**src/rtl/ppm_frame_ctrl.sv**
```systemverilog
// Frame sequencer for the PPM transmitter: SOF trigger, payload bytes split into
// MSB-first PPM symbols, EOF trigger, with a per-wait watchdog that aborts stalled frames.
module ppm_frame_ctrl #(
  parameter int unsigned SYM_W   = 2,
  parameter int unsigned TIMEOUT = 1023,
  parameter int unsigned TMR_W   = 10
) (
  input  logic             clk,
  input  logic             rst,
  input  logic             tx_start,
  input  logic [7:0]       tx_len,
  input  logic [7:0]       byte_data,
  input  logic             byte_valid,
  output logic             byte_ready,
  output logic             sof_start,
  input  logic             sof_done,
  output logic             sym_start,
  output logic [SYM_W-1:0] sym_data,
  input  logic             sym_done,
  output logic             eof_start,
  input  logic             eof_done,
  output logic             busy,
  output logic             tx_done,
  output logic             len_err,
  output logic             timeout_err
);

  localparam int unsigned NSym = 8 / SYM_W;
  localparam int unsigned IdxW = (NSym > 1) ? $clog2(NSym) : 1;
  localparam logic [IdxW-1:0]  LastIdx = IdxW'(NSym - 1);
  localparam logic [TMR_W-1:0] TmrLast = TMR_W'(TIMEOUT - 1);

  typedef enum logic [3:0] {
    StIdle, StSofReq, StSofWait, StFetch, StSymReq, StSymWait, StEofReq, StEofWait, StDone
  } state_e;

  state_e          state_q;
  logic [7:0]      bytes_left_q;
  logic [7:0]      byte_q;
  logic [IdxW-1:0] sym_idx_q;
  logic [TMR_W-1:0] tmr_q;

  logic in_wait;
  logic wait_go;

  always_comb begin
    in_wait = 1'b0;
    wait_go = 1'b0;
    unique case (state_q)
      StSofWait: begin in_wait = 1'b1; wait_go = sof_done;   end
      StFetch:   begin in_wait = 1'b1; wait_go = byte_valid; end
      StSymWait: begin in_wait = 1'b1; wait_go = sym_done;   end
      StEofWait: begin in_wait = 1'b1; wait_go = eof_done;   end
      default:   ;
    endcase
  end

  always_ff @(posedge clk or posedge rst) begin
    if (rst) begin
      state_q      <= StIdle;
      bytes_left_q <= '0;
      byte_q       <= '0;
      sym_idx_q    <= '0;
      tmr_q        <= '0;
      byte_ready   <= 1'b0;
      sof_start    <= 1'b0;
      sym_start    <= 1'b0;
      sym_data     <= '0;
      eof_start    <= 1'b0;
      busy         <= 1'b0;
      tx_done      <= 1'b0;
      len_err      <= 1'b0;
      timeout_err  <= 1'b0;
    end else begin
      sof_start   <= 1'b0;
      sym_start   <= 1'b0;
      eof_start   <= 1'b0;
      tx_done     <= 1'b0;
      len_err     <= 1'b0;
      timeout_err <= 1'b0;
      // Request states always lead into a wait, so the watchdog starts from zero there.
      tmr_q       <= in_wait ? tmr_q + 1'b1 : '0;

      unique case (state_q)
        StIdle: begin
          if (tx_start) begin
            if (tx_len != 8'd0) begin
              bytes_left_q <= tx_len;
              sof_start    <= 1'b1;
              busy         <= 1'b1;
              state_q      <= StSofReq;
            end else begin
              len_err <= 1'b1;
            end
          end
        end
        StSofReq: state_q <= StSofWait;
        StSofWait: begin
          if (sof_done) begin
            byte_ready <= 1'b1;
            tmr_q      <= '0;
            state_q    <= StFetch;
          end
        end
        StFetch: begin
          if (byte_valid) begin
            byte_ready <= 1'b0;
            sym_data   <= byte_data[7 -: SYM_W];
            byte_q     <= byte_data << SYM_W;
            sym_idx_q  <= '0;
            sym_start  <= 1'b1;
            state_q    <= StSymReq;
          end
        end
        StSymReq: state_q <= StSymWait;
        StSymWait: begin
          if (sym_done) begin
            if (sym_idx_q != LastIdx) begin
              sym_idx_q <= sym_idx_q + 1'b1;
              sym_data  <= byte_q[7 -: SYM_W];
              byte_q    <= byte_q << SYM_W;
              sym_start <= 1'b1;
              state_q   <= StSymReq;
            end else begin
              bytes_left_q <= bytes_left_q - 8'd1;
              if (bytes_left_q == 8'd1) begin
                eof_start <= 1'b1;
                state_q   <= StEofReq;
              end else begin
                byte_ready <= 1'b1;
                tmr_q      <= '0;
                state_q    <= StFetch;
              end
            end
          end
        end
        StEofReq: state_q <= StEofWait;
        StEofWait: begin
          if (eof_done) begin
            tx_done <= 1'b1;
            state_q <= StDone;
          end
        end
        StDone: begin
          busy    <= 1'b0;
          state_q <= StIdle;
        end
        default: state_q <= StIdle;
      endcase

      // A done/valid arriving in the expiry cycle takes precedence over the abort.
      if (in_wait && !wait_go && (tmr_q == TmrLast)) begin
        timeout_err <= 1'b1;
        byte_ready  <= 1'b0;
        busy        <= 1'b0;
        state_q     <= StIdle;
      end
    end
  end

endmodule

```
**config.mk**
```make
export PLATFORM = sky130hd
export DESIGN_NAME = ppm_frame_ctrl
export DESIGN_NICKNAME = d
export VERILOG_FILES = /design/src/rtl/ppm_frame_ctrl.sv
export SDC_FILE = /design/constraint.sdc
export NUM_CORES = 1
export LEC_CHECK = 0
export ABC_AREA = 1
export ABC_CLOCK_PERIOD_IN_PS = 3300
export CAP_MARGIN = 10
export CORE_UTILIZATION = 45
export CTS_BUF_LIST = sky130_fd_sc_hd__clkbuf_4 sky130_fd_sc_hd__clkbuf_8
export DETAILED_ROUTE_END_ITERATION = 8
export PLACE_DENSITY = 0.78
export SLEW_MARGIN = 20
export SYNTH_ARGS = -nofsm -noshare
export SYNTH_HDL_FRONTEND = slang
export SYNTH_SLANG_ARGS = --single-unit
```
**constraint.sdc**
```tcl
create_clock -name clk -period 3.3 [get_ports clk]
set_input_delay 0.825 -clock clk [delete_from_list [all_inputs] [get_ports clk]]
set_output_delay 0.825 -clock clk [all_outputs]
set_load 0.01 [all_outputs]
```
==> results.toml <==
[drt]
drt-met1-wl_um = 2260
drcViolationCount = 0
drt-initial-drc-count = 136
wl_per_cell_um = 11.1
viasPerCell = 4.82
top_layer_used = "met4"
met3_length_um = 198
drt_wl_total_um = 4700
drtAntennaViolNets = 0
firstDrtPassIters = 4
dr_total_vias = 2040
dr_wl_met2_um = 2200

[power]
leakagePower_nw = 1.41
power_density_nw_per_um2 = 771
vdd_drop_max_mv = 0.462

[sta]
fin_ws_ns = 1.28
fmax_ghz = 0.496
post-route-period-util_pct = 61.1
slew_violations = 0
rsz0062_at_grt = "no"
max_slew_margin_pct = 62.3
report.final.setup_viol = 0
setup_tns_ns = 0
hold_viol = 0
tightest_slew_ns = 0.566
clock_skew_ns = 0.00816
fin_crit_ns = 2.02

[floorplanning]
start_util_pct = 48.0
dieArea_um2 = 5460
core_area_um2 = 4850
die_h_um = 73.9
die-width_um = 73.9
fp-row-count = 25
ios = 33

[synthesis]
netlist_instances = 320
netlist_area_um2 = 2330
yosysSeqAreaShare_pct = 43.0
synthTopCellsByArea = "dfrtp_1, nand2_1, inv_1"
netlist.area_leader.share_pct = 43.0
synth_top_area_cell = "dfrtp_1"
ys_ff_latch = 40
syn-num-nets = 348
yosys_warnings = 0
synth_cell_types = 28
avgSynthCellArea_um2 = 7.27

[worst_setup_path]
cp.arrival_ns = 2.20
cp-end-kind = "flop"
worstSetupPathType = "reg -> reg"
required_ns = 3.49
path_max_fanout = 24
start_kind = "flop"

[clock_tree]
cts_buffers = 5
clockRootBuffer = "clkbuf_8"
clock_sinks = 40
cts_resized = 0
clk_path_buf_depth = 2
cts_tree = "yes"
clk_latency_ns = 0.30
postCtsSetupBuffers = 0
clk_pin_slew_ns = 0.08
cts-htree-levels = 2
cts_hold_buf = 0

[worst_hold_path]
hp-class = "reg -> reg"

[finish]
mostFrequentLayoutCells = "nand2_1, inv_1, dfrtp_1"
drive_gt1_share_pct = 7.58
diodes = 0
design_area_um2 = 2840
final_common_cell = "nand2_1"
finalNonFillerCells = 423
syn_to_final_growth_pct = 21.8
nets = 383

[placed_design]
hpwlAfterDp_um = 3440
dpl.cell_count = 415
gp_congestion = 0.876
post-place-ws_ns = 0.977
portBuffers = 32
placed_cell_area_um2 = 2710

[grt]
grt_pass1_vias = 1908
grt_first_pass_wirelength_um = 8380
grt_max_degree = 41
grtUsageTotal_pct = 20.0
antenna_found_initial = 0
grt.overflow.total = 0

[job]
drv_cap = 0

[outcome]
outcome = "completed"
==> worst paths after layout <==
check                      startpoint         endpoint  slack, ns  cells past startpoint
hold reg to reg              tmr_q[0]         tmr_q[0]       0.48                      1
hold / removal               tmr_q[0]         tmr_q[0]       0.48                      1
setup reg to reg           state_q[3]  bytes_left_q[6]       1.28                     10
max in group asynchronous         rst        eof_start       2.00                      3
min in group asynchronous         rst         tmr_q[1]       0.95                      3
setup / recovery           state_q[3]  bytes_left_q[6]       1.28                     10
==> per-layer routing <==
metal	up-vias	track usage, %
met5	-	0
met4	0	5.77
met3	5	3.84
met2	44	33.8
met1	919	26.2
li1	1072	-
==> registers in the layout, summed over array words and instances, names as in the netlist, 2 cells and up <==
register,flops
state_q,4
tmr_q,10
sym_data,2
byte_q,6
sym_idx_q,2
bytes_left_q,8
==> worst max-delay path: stages, from the launching register on <==
cell and delay (ns):
dfrtp_1 0.46, inv_2 0.11, nand2_2 0.09, nor2_4 0.43, nand2_2 0.14, nand2_1 0.11, nand2_2 0.06, nor2_4 0.26
inv_1 0.12, nand2_1 0.07, nand2_1 0.05
==> cells in the mapped netlist (all sizes together) <==
library cell   n
xor2           5
o21a           1
o21ai         23
xnor2          2
a31oi          2
nand3b         6
dfrtp         40
nand2         89
o22ai          2
nor3           4
o211ai         4
nand3         26
or2            2
a21oi          5
nor2          45
buf            5
nand4          2
clkbuf         1
inv           51
ha             5
==> layout make-up <==
type	instances	area [um2]
Clock buffer	7	96.3
Clock inverter	1	30.0
Fill cell	445	2010
Inverter	51	191
Multi-Input combinational cell	223	1100
Sequential cell	40	1000
Tap cell	67	83.8
Timing Repair Buffer	34	335
==> logic make-up (layout without fill, tap and decap cells) <==
| family | after synthesis | after routing | share of synthesized area, % |
|---|---|---|---|
| and+or+nand+nor | 174 | 174 | 33.1 |
| buffers and inverters | 57 | 93 | 9.84 |
| DFF | 40 | 40 | 43.0 |
| AOI/OAI and AO/OA | 37 | 37 | 8.71 |
| xor gates and xnor gates | 7 | 7 | 2.63 |
| adders and majority gates | 5 | 5 | 2.69 |
==> power by group <==
part | switching, mW | leakage (nW) | internal (mW)
Combinational | 0.619 | 0.831 | 0.368
Sequential | 0.107 | 0.515 | 0.651
Clock | 0.174 | 0.0645 | 0.267
Total | 0.900 | 1.41 | 1.29
==> through the flow <==
| step | total power [mW] | hold WS (ns) | util, % |
|---|---|---|---|
| 5_1_grt | 2.38 | 0.494 | 58.5 |
| 3_3_place_gp | 1.72 | 0.452 | 55.9 |
| 4_1_cts | 2.19 | 0.476 | 58.5 |
| 3_5_place_dp | 1.75 | 0.465 | 55.9 |
| 6_report | 2.19 | 0.479 | 58.5 |
| 2_1_floorplan | 1.50 | 0.431 | - |
(Power assumes the default switching activity.)
